`src/rtl/fetch_ctrl_pkg.sv`:
```
// Shared types and constants for the instruction-fetch stage (package if_pkg).
package if_pkg;

    localparam int          XLEN       = 32;
    localparam int unsigned INST_BYTES = 4;
    localparam logic [31:0] NOP_INST   = 32'h0000_0013;

    typedef enum logic [1:0] {
        IDLE = 2'd0,
        WAIT = 2'd1,
        DROP = 2'd2,
        HOLD = 2'd3
    } fetch_state_t;

    // Redirect targets are word addresses; the low bits are never honoured.
    function automatic logic [XLEN-1:0] word_align(input logic [XLEN-1:0] addr);
        return {addr[XLEN-1:2], 2'b00};
    endfunction

endpackage

```
`src/rtl/fetch_pc_gen.sv`:
```
// Fetch PC register and next-PC mux: sequential +4, branch redirect, misaligned-target trap.
// Trap path is enabled by defining FETCH_MISALIGN_TRAP_EN.
module fetch_pc_gen
    import if_pkg::*;
#(
    parameter logic [XLEN-1:0] RESET_PC = 32'h0000_0000,
    parameter logic [XLEN-1:0] TRAP_PC  = 32'h0000_0100
) (
    input  logic            clk,
    input  logic            reset,
    input  logic            i_advance,
    input  logic            i_redirect,
    input  logic [XLEN-1:0] i_target,
    output logic [XLEN-1:0] o_fetch_pc,
    output logic            o_trap
);

`ifdef FETCH_MISALIGN_TRAP_EN
    localparam bit TRAP_EN = 1'b1;
`else
    localparam bit TRAP_EN = 1'b0;
`endif

    logic [XLEN-1:0] r_fetch_pc;
    logic [XLEN-1:0] w_next_pc;
    logic            w_trap;

    assign w_trap = TRAP_EN && i_redirect && (i_target[1:0] != 2'b00);

    // Redirect outranks advance; the +4 wraps naturally at the XLEN boundary.
    always_comb begin
        w_next_pc = r_fetch_pc;
        if (w_trap) begin
            w_next_pc = TRAP_PC;
        end else if (i_redirect) begin
            w_next_pc = word_align(i_target);
        end else if (i_advance) begin
            w_next_pc = r_fetch_pc + XLEN'(INST_BYTES);
        end
    end

    always_ff @(posedge clk) begin
        if (reset) begin
            r_fetch_pc <= RESET_PC;
        end else begin
            r_fetch_pc <= w_next_pc;
        end
    end

    assign o_fetch_pc = r_fetch_pc;
    assign o_trap     = w_trap;

endmodule

```
`src/rtl/fetch_ctrl.sv`:
```
// Instruction-fetch sequencer: one outstanding imem request, IF/ID valid/ready hand-off,
// branch redirect with flush and stale-response drop. Misaligned-target trap via FETCH_MISALIGN_TRAP_EN.
module fetch_ctrl
    import if_pkg::*;
#(
    parameter logic [XLEN-1:0] RESET_PC = 32'h0000_0000,
    parameter logic [XLEN-1:0] TRAP_PC  = 32'h0000_0100
) (
    input  logic            clk,
    input  logic            reset,
    input  logic            branch_sel,
    input  logic [XLEN-1:0] branch_inp,
    output logic            imem_req,
    output logic [XLEN-1:0] imem_addr,
    input  logic            imem_gnt,
    input  logic            imem_rvalid,
    input  logic [XLEN-1:0] imem_rdata,
    output logic [XLEN-1:0] inst,
    output logic [XLEN-1:0] pc_present,
    output logic            inst_valid,
    input  logic            id_ready,
    output logic            flush,
    output logic            misalign
);

    fetch_state_t    r_state;
    fetch_state_t    w_state_nxt;
    logic [XLEN-1:0] r_req_pc;
    logic [XLEN-1:0] r_inst;
    logic [XLEN-1:0] r_pc_present;
    logic            r_inst_valid;
    logic            r_flush;
    logic            r_misalign;
    logic [XLEN-1:0] w_fetch_pc;
    logic            w_trap;
    logic            w_advance;
    logic            w_capture;
    logic            w_release;

    fetch_pc_gen #(
        .RESET_PC (RESET_PC),
        .TRAP_PC  (TRAP_PC)
    ) u_pc_gen (
        .clk        (clk),
        .reset      (reset),
        .i_advance  (w_advance),
        .i_redirect (branch_sel),
        .i_target   (branch_inp),
        .o_fetch_pc (w_fetch_pc),
        .o_trap     (w_trap)
    );

    assign w_advance = (r_state == IDLE) && imem_gnt    && !branch_sel;
    assign w_capture = (r_state == WAIT) && imem_rvalid && !branch_sel;
    assign w_release = (r_state == HOLD) && id_ready;

    // A redirect overrides every other event; a grant or response caught by it is stale.
    always_comb begin
        w_state_nxt = r_state;
        if (branch_sel) begin
            case (r_state)
                IDLE:    w_state_nxt = imem_gnt    ? DROP : IDLE;
                WAIT:    w_state_nxt = imem_rvalid ? IDLE : DROP;
                DROP:    w_state_nxt = DROP;
                HOLD:    w_state_nxt = IDLE;
                default: w_state_nxt = IDLE;
            endcase
        end else begin
            case (r_state)
                IDLE:    if (imem_gnt)    w_state_nxt = WAIT;
                WAIT:    if (imem_rvalid) w_state_nxt = HOLD;
                DROP:    if (imem_rvalid) w_state_nxt = IDLE;
                HOLD:    if (id_ready)    w_state_nxt = IDLE;
                default: w_state_nxt = IDLE;
            endcase
        end
    end

    always_ff @(posedge clk) begin
        if (reset) begin
            r_state      <= IDLE;
            r_req_pc     <= RESET_PC;
            r_inst       <= NOP_INST;
            r_pc_present <= RESET_PC;
            r_inst_valid <= 1'b0;
            r_flush      <= 1'b0;
            r_misalign   <= 1'b0;
        end else begin
            r_state    <= w_state_nxt;
            r_flush    <= branch_sel;
            r_misalign <= w_trap;
            if (w_advance) begin
                r_req_pc <= w_fetch_pc;
            end
            if (w_capture) begin
                r_inst       <= imem_rdata;
                r_pc_present <= r_req_pc;
                r_inst_valid <= 1'b1;
            end else if (branch_sel || w_release) begin
                r_inst_valid <= 1'b0;
            end
        end
    end

    // Request is held low while reset is asserted so nothing is issued before the state is known.
    assign imem_req   = (r_state == IDLE) && !reset;
    assign imem_addr  = w_fetch_pc;
    assign inst       = r_inst;
    assign pc_present = r_pc_present;
    assign inst_valid = r_inst_valid;
    assign flush      = r_flush;
    assign misalign   = r_misalign;

endmodule

```
`config.mk`:
```
export PLATFORM = sky130hd
export DESIGN_NAME = fetch_ctrl
export DESIGN_NICKNAME = d
export VERILOG_FILES = /design/src/rtl/fetch_ctrl_pkg.sv /design/src/rtl/fetch_pc_gen.sv /design/src/rtl/fetch_ctrl.sv
export SDC_FILE = /design/constraint.sdc
export NUM_CORES = 1
export LEC_CHECK = 0
export CAP_MARGIN = 25
export CORE_ASPECT_RATIO = 0.5
export CORE_UTILIZATION = 25
export CTS_BUF_LIST = sky130_fd_sc_hd__clkbuf_4 sky130_fd_sc_hd__clkbuf_8
export CTS_CLUSTER_DIAMETER = 40
export DETAILED_ROUTE_END_ITERATION = 10
export PLACE_DENSITY = 0.47
export SYNTH_ARGS = -nofsm -noshare
export SYNTH_HDL_FRONTEND = slang
export SYNTH_SLANG_ARGS = --single-unit
```
`constraint.sdc`:
```
create_clock -name clk -period 2.2 [get_ports clk]
set_clock_uncertainty 0.15 [all_clocks]
set_input_delay 0.44 -clock clk [delete_from_list [all_inputs] [get_ports clk]]
set_output_delay 0.44 -clock clk [all_outputs]
set_load 0.02 [all_outputs]
```
Yosys cells after proc, flatten, opt, wreduce, memory -nomap -nowiden
Cells that the tools add are included.
{"block": "word_totals", "output_inout_bits": 100, "regBits": 132, "in_bits": 70, "word_cells": 43}
{"block": "classes", "n_eq_ne": 7, "n_reduce_logical": 14, "n_addsub": 1, "muxes": 13}
{"operator": "$mux 32", "count": 2}
{"operator": "$add 32x3->32 const B", "count": 1}
{"operator": "$pmux 2 s4", "count": 2}
{"operator": "$mux 2", "count": 7}
{"operator": "$ne 3x3->1 const B", "count": 4}
{"operator": "$logic_and 1x1->1", "count": 6}
{"operator": "$eq 2x2->1 const B", "count": 2}
{"operator": "$reduce_and 4->1", "count": 1}
{"operator": "$reduce_bool 2->1", "count": 2}
{"operator": "$eq 2x1->1 const B", "count": 1}
{"operator": "$logic_not 1->1", "count": 2}
{"operator": "$logic_not 2->1", "count": 1}
{"operator": "$mux 1", "count": 2}
{"operator": "$reduce_or 2->1", "count": 1}
{"operator": "$logic_or 1x1->1", "count": 1}

Logic depth before layout (Yosys ltp)
Gate-level depths: netlist of the first run.
{"block": "logic_depth", "word_depth": 5, "depth_mapped": 6, "depth_no_buf": 5}

Cells and area by module
Synthesis of the first run repeated with hierarchy kept, for this count alone.
{"block": "hier_totals", "cells_unflattened": 698, "hier_area_um2": 5491.5}
{"mod": "fetch_ctrl", "cells_each": 446, "seq_area_each_um2": 2021.9, "area_per_inst_um2": 3554.7, "n_inst": 1}
{"mod": "fetch_pc_gen", "cells_each": 252, "seq_area_each_um2": 600.6, "area_per_inst_um2": 1936.9, "n_inst": 1}

Least setup slack after synthesis of the first run
No wires, ideal clock.
{"block": "synth_path", "path_type": "flip-flop to flip-flop", "startpoint": "register u_pc_gen.r_fetch_pc[2] (netlist: u_pc_gen.o_fetch_pc[2])", "endpoint": "register u_pc_gen.r_fetch_pc[24] (netlist: u_pc_gen.o_fetch_pc[24])", "synth_period_minus_slack_ns": 2.385, "n_path_buf": 1, "required_time_ns": 1.959, "setup_ns": 0.091, "path_slack_ns": -0.185, "arrival_time_ns": 2.144, "path_stages_with_launch": 7, "cell_sequence": "dfxtp_1 > ha_1 > nand3_1 > or3_4 > buf_6 > or4_1 > a311oi_1"}
{"block": "synth_via", "elab_chain_cells": 3}
{"element": "start: declaration", "line": "fetch_pc_gen.sv:24", "text": "logic [XLEN-1:0] r_fetch_pc;"}
{"element": "start signal: assignment", "line": "fetch_pc_gen.sv:46", "text": "r_fetch_pc <= w_next_pc;"}
{"element": "$add 32x3->32", "line": "fetch_pc_gen.sv:38", "text": "w_next_pc = r_fetch_pc + XLEN'(INST_BYTES);"}
{"element": "$mux 32", "line": "fetch_pc_gen.sv:37", "text": "end else if (i_advance) begin"}
{"element": "$mux 32", "line": "fetch_pc_gen.sv:35", "text": "end else if (i_redirect) begin"}
No other way between the ends. The select of a mux whose other input is x is not followed.
A chain may end at the register's enable or synchronous reset.

Final worst setup path of the first run
{"block": "layout_path", "startpoint": "register u_pc_gen.r_fetch_pc[3] (netlist: u_pc_gen.o_fetch_pc[3])", "endpoint": "output imem_addr[3]"}
{"element": "end: declaration", "line": "fetch_ctrl.sv:14", "text": "output logic [XLEN-1:0] imem_addr,"}
No word-level cell between the ends.

==> results of run 1 <==
synth_stat cells, drive strengths merged (9+ instances only):
| master | number | area [um^2] |
|---|---|---|
| nand2 | 210 | 788.3 |
| nand3 | 14 | 70.07 |
| nor2 | 27 | 101.4 |
| dfxtp | 126 | 2522 |
| a311oi | 11 | 96.34 |
| nand4 | 11 | 68.82 |
| xnor2 | 9 | 78.83 |
| a21oi | 96 | 480.5 |
| nor3 | 14 | 70.07 |
| a211oi | 10 | 75.07 |
| buf | 14 | 106.3 |
| clkbuf | 38 | 142.6 |
| nor4 | 10 | 62.56 |
worst max-delay path, cell delays in order, from the launching register on:
cell and delay (ns):
dfxtp_2 0.33, buf_4 0.14, clkdlybuf4s50_1 0.62
final cells by class:
cell class	count	area (um^2)	area share (%)
clock inverter	14	230.2	2.872
sequential	126	2537	31.66
inverter	8	30.03	0.3746
multi-input combinational	482	2422	30.22
clock buffer	17	234.0	2.919
timing repair buffer	231	2228	27.80
tap	266	332.8	4.152
power groups by stage:
stage	clock network, mW	registers (mW)	logic [mW]
floorplan	0	2.53	0.248
global placement	0	2.47	0.714
detailed placement	0	2.47	0.714
CTS	2.49	2.41	0.709
global route	2.61	2.42	0.753
finish	2.41	2.41	0.697
worst min-delay path by stage:
stage | start | to | slack, ns | cells past startpoint
2_1_floorplan | r_req_pc[10] | pc_present[10] | 0.28 | 2
3_3_place_gp | inst[25] | inst[25] | 0.29 | 2
3_5_place_dp | inst[26] | inst[26] | 0.30 | 2
4_1_cts | r_req_pc[24] | pc_present[24] | 0.30 | 2
5_1_grt | r_req_pc[8] | r_req_pc[8] | 0.32 | 2
6_report | r_req_pc[24] | pc_present[24] | 0.30 | 2
state kept, by name, summed over array words and instances (netlist names):
signal,count
pc_present,30
r_req_pc,30
inst,32
flush,1
r_state,2
inst_valid,1
u_pc_gen.o_fetch_pc,30
per-layer routing:
layer	part of all wire, %	vias to the layer above	wire length [um]	track usage (%)
li1	-	2680	-	-
met1	50	2500	8754	22.67
met2	45	86	7858	25.30
met3	4.3	13	759	4.511
met4	0.86	0	151	4.286
met5	0	-	0	0
repair_timing:
action,in CTS,in global routing
pin swaps,2,2
setup buffers,1,0
gates resized for setup,9,17
hold buffers,0,0
endpoints found under the setup margin,9,15
cell families (layout without fill, tap and decap cells):
logic type               count (synthesis)  after routing  share of synthesized area, %
AND/OR/NAND/NOR                        317            317                         26.74
AO/OA/AOI/OAI                          149            149                         17.29
flip-flops                             126            126                         48.60
other                                    1              5                       0.07225
adder cells (fa/ha/maj)                  1              1                        0.2410
buffers and inverters                   60            270                         5.376
XOR/XNOR                                10             10                         1.688
==> flow_metrics.py, run 1 <==
metrics = {
    "cells_and_area": {
        "layout_commonest_cell": "nand2_1",
        "design_area_um2": 8015,
        "drive_above_1_share_pct": 14.01,
        "fin_cells": 1144,
        "fillCellCount": 2117,
        "layout.nets": 937,
        "mostFrequentLayoutCells": "nand2_1 (210), clkdlybuf4s50_1 (141), dfxtp_1 (114), a21oi_1 (96), buf_4 (64)",
        "n_antenna_cell": 0,
        "syn_to_final_growth_pct": 54.44,
        "post-route-util_pct": 40.26,
    },
    "synth": {
        "synth-async-reset-ratio_pct": 0,
        "synth_cells": 664,
        "ys_seq_elements": 126,
        "postSynthAreaPerCell_um2": 7.816,
        "synth-edff-count": 0,
        "yosysWarnings": 0,
        "seq_area_frac_synth_pct": 48.60,
        "ys.flop_type": "dfxtp_1",
        "synth_area_um2": 5190,
        "netlist-cell-type-count": 46,
    },
    "placement": {
        "dpl.cell_count": 1112,
        "portBuffers": 162,
        "hpwlAfterDp_mm": 12.48,
        "dp_slack_ns": -0.4455,
        "postPlaceCellArea_um2": 7508,
        "place.gp.congestion": 0.7811,
    },
    "clock_tree": {
        "cts_tree": "yes",
        "cts_root_buffer": "clkbuf_8",
        "cts-htree-levels": 4,
        "clk_pin_slew_ns": 0.08,
        "cts_buffers": 17,
        "cts.path.max_buffers": 2,
        "clock-sinks": 126,
        "clk-insertion-delay-late_ns": 0.44,
    },
    "die": {
        "num_rows": 36,
        "die_area_um2": 21370,
        "start_util_pct": 26.07,
        "die_x_um": 205.8,
        "pin_count": 170,
        "coreArea_um2": 19910,
        "die_y_um": 103.9,
    },
    "status": {
        "outcome": "finished clean",
    },
    "sta": {
        "fmax_mhz": 471.6,
        "finalMaxSlewViolations": 0,
        "hold_viol_final": 0,
        "setup_ws_ns": 0.07950,
        "fin_crit_sh_pct": 96.39,
        "fin_crit_ns": 2.120,
        "finalSetupTns_ns": 0,
        "hold_ws_ns": 0.2990,
        "finalSetupViolCount": 0,
        "rsz0062_at_grt": "false",
    },
    "critical_path": {
        "cp_max_fo": 6,
        "end_kind": "primary output",
        "r2r_cells": 4,
        "endpoint": "imem_addr[3]",
        "r2r-start": "r_state[1]",
        "worstSetupStartpoint": "u_pc_gen.o_fetch_pc[3]",
        "crit_type": "flop to primary output",
        "rrSetupSlack_ns": 0.09,
        "rr_endpoint": "u_pc_gen.o_fetch_pc[18]",
        "start_kind": "flop",
        "cp_data_required_time_ns": 1.61,
        "arrival_ns": 1.53,
    },
    "power_and_ir_drop": {
        "power_frac_clock_pct": 43.7,
        "p_seq_share_pct": 43.7,
        "power_density_nw_per_um2": 688.7,
        "leakage_nw": 2.976,
        "p_comb_share_pct": 12.6,
        "p_int_mw": 4.059,
        "total_power_mw": 5.520,
        "vdd_drop_max_mv": 0.3416,
        "swShare_pct": 26.47,
        "power_switching_mw": 1.461,
    },
    "global_route": {
        "grt_pass1_wl_mm": 27.36,
        "grtUsageTotal_pct": 16.51,
        "grt_pass1_vias": 4941,
        "grt_max_degree": 98,
        "grt_overflow": 0,
        "antenna_found_initial": 0,
    },
    "drt": {
        "drt_first_pass_iters": 4,
        "wl_per_cell_um": 15.32,
        "routed_wl_mm": 17.52,
        "drcViolationCount": 0,
        "antenna_left": 0,
        "vias": 5279,
        "vias_per_cell": 4.615,
        "drtIter0Drc": 301,
    },
    "job": {
        "cap_violations": 0,
    },
    "min_path": {
        "hp-class": "flop to flop",
    },
}
Note: power is estimated with default switching activity, not from simulation.
==> run 2, diff against run 1 <==
--- a/config.mk
+++ b/config.mk
@@ -11,7 +11,7 @@
 export CTS_BUF_LIST = sky130_fd_sc_hd__clkbuf_4 sky130_fd_sc_hd__clkbuf_8
 export CTS_CLUSTER_DIAMETER = 40
 export DETAILED_ROUTE_END_ITERATION = 10
-export PLACE_DENSITY = 0.47
+export PLACE_DENSITY = 0.45
 export SYNTH_ARGS = -nofsm -noshare
 export SYNTH_HDL_FRONTEND = slang
 export SYNTH_SLANG_ARGS = --single-unit
==> constraint.sdc (replaced) <==
create_clock -name clk -period 2.54 [get_ports clk]
set_clock_uncertainty 0.15 [all_clocks]
set_input_delay 0.508 -clock clk [delete_from_list [all_inputs] [get_ports clk]]
set_output_delay 0.508 -clock clk [all_outputs]
set_load 0.02 [all_outputs]
==> flow_metrics.py, run 2 (synthesized netlist as in run 1, its figures left out) <==
metrics = {
    "drt": {
        "drt_first_pass_iters": 4,
        "routed_wl_mm": 17.50,
        "drtIter0Drc": 368,
        "vias": 5192,
        "drcViolationCount": 0,
        "antenna_left": 0,
        "vias_per_cell": 4.627,
        "wl_per_cell_um": 15.59,
    },
    "clock_tree": {
        "clock-sinks": 126,
        "cts_buffers": 17,
        "cts_tree": "yes",
        "cts.path.max_buffers": 2,
        "clk_pin_slew_ns": 0.08,
        "cts_root_buffer": "clkbuf_8",
        "clk-insertion-delay-late_ns": 0.46,
        "cts-htree-levels": 4,
        "cts_hold_buf": 0,
        "post_cts_buffers": 0,
    },
    "job": {
        "cap_violations": 0,
    },
    "critical_path": {
        "cp_top_family": "buffers and inverters",
        "start_kind": "flop",
        "slowest_delay_ns": 0.60,
        "crit_chain": "buf_4 > clkdlybuf4s50_1",
        "rrSetupSlack_ns": 0.26,
        "cp_slowest_cell": "clkdlybuf4s50_1",
        "arrival_ns": 1.67,
        "worstSetupStartpoint": "u_pc_gen.o_fetch_pc[13]",
        "end_kind": "primary output",
        "endpoint": "imem_addr[13]",
        "r2r-start": "u_pc_gen.o_fetch_pc[14]",
        "crit_type": "flop to primary output",
        "r2r_cells": 4,
        "rr_endpoint": "u_pc_gen.o_fetch_pc[25]",
        "cp_data_required_time_ns": 1.88,
        "cp.depth": 2,
        "cp_max_fo": 4,
        "crit_buf_inv": 2,
    },
    "cells_and_area": {
        "post-route-util_pct": 38.81,
        "largest_register_ffs": 32,
        "regArea_um2": 2522,
        "layout_commonest_cell": "nand2_1",
        "drive_above_1_share_pct": 10.16,
        "multi_input_area_um2": 2419,
        "mostFrequentLayoutCells": "nand2_1 (210), clkdlybuf4s50_1 (160), dfxtp_1 (126), a21oi_1 (96), buf_4 (42)",
        "fin_cells": 1122,
        "design_area_um2": 7726,
        "layout.nets": 915,
        "n_antenna_cell": 0,
        "syn_to_final_growth_pct": 48.87,
        "fillCellCount": 2123,
    },
    "global_route": {
        "grt_overflow": 0,
        "antenna_found_initial": 0,
        "grt_max_degree": 100,
        "grt_pass1_wl_mm": 27.66,
        "grt_pass1_vias": 4933,
        "grtUsageTotal_pct": 16.83,
    },
    "sta": {
        "fin_crit_sh_pct": 91.60,
        "fin_crit_ns": 2.327,
        "hold_viol_final": 0,
        "fmax_mhz": 429.8,
        "finalSetupViolCount": 0,
        "hold_ws_ns": 0.3007,
        "rsz0062_at_grt": "false",
        "finalMaxSlewViolations": 0,
    },
    "power_and_ir_drop": {
        "p_seq_share_pct": 47.7,
        "total_power_mw": 4.399,
        "p_comb_share_pct": 13.3,
        "power_switching_mw": 1.190,
        "leakage_nw": 2.620,
        "p_int_mw": 3.209,
        "swShare_pct": 27.04,
        "power_frac_clock_pct": 39.0,
        "vdd_drop_max_mv": 0.2884,
        "power_density_nw_per_um2": 569.4,
    },
    "die": {
        "die_x_um": 205.8,
        "die_area_um2": 21370,
        "coreArea_um2": 19910,
        "die_y_um": 103.9,
        "num_rows": 36,
        "pin_count": 170,
        "start_util_pct": 26.07,
    },
    "min_path": {
        "worstHoldStart": "r_req_pc[31]",
        "hp-class": "flop to flop",
    },
    "placement": {
        "postPlaceCellArea_um2": 7351,
        "place.gp.congestion": 0.7554,
        "dpl.cell_count": 1091,
        "portBuffers": 162,
        "hpwlAfterDp_mm": 12.23,
    },
    "status": {
        "outcome": "finished clean",
    },
}
## run 2: cell count changes in the layout (fill, tap and decap cells not counted), moves of 2 or more
cell / delta
bufinv_16: -3
dlygate4sd2_1: -6
inv_6: -5
dlymetal6s2s_1: -12
clkinvlp_4: +2
clkinv_2: +6
dfxtp_2: -12
buf_4: -22
clkdlybuf4s50_1: +19
dfxtp_1: +12
## run 2: routing by layer
layer	vias to the layer above	wire length [um]	track usage [%]
li1	2644	-	-
met1	2421	8589	23.27
met2	110	7564	24.51
met3	17	1064	4.950
met4	0	277	6.085
met5	-	0	0
## run 2: power groups by stage
stage	Sequential [mW]	Clock (mW)	Combinational (mW)
after floorplan	2.19	0	0.215
after global routing	2.11	1.88	0.635
final	2.10	1.72	0.584
after detailed placement	2.14	0	0.590
after CTS	2.10	1.77	0.592
after global placement	2.14	0	0.588
## run 2: final cells by class
cell class / count / area share (%)
inverter: 8 / 0.3887
tap: 266 / 4.308
clock inverter: 12 / 1.571
multi-input combinational: 482 / 31.30
clock buffer: 19 / 3.304
sequential: 126 / 32.65
timing repair buffer: 209 / 26.48
## run 2: how the worst min path moves through the flow
stage,to,slack [ns],depth (start not counted)
finish,pc_present[31],0.30,2
global route,pc_present[7],0.32,2
global placement,inst[15],0.29,2
detailed placement,pc_present[18],0.30,2
floorplan,pc_present[10],0.28,2
CTS,pc_present[18],0.31,2
## run 2: metrics by stage
step	worst slack [ns]	setup TNS, ns
after floorplan	0.1205	0
after global placement	-0.2323	-1.179
after detailed placement	-0.2339	-1.375
after CTS	0.1808	0
after global routing	0.08489	0
final	0.2132	0
## run 2: worst min-delay path, stage by stage, from the launching register on
cell	delay [ns]
dfxtp_1	0.32
nand2_1	0.06
a21oi_1	0.05
## run 2: repair_timing
action,in CTS,in global routing
setup endpoints to repair,1,0
endpoints found under the hold margin,0,0
resized for setup,1,0
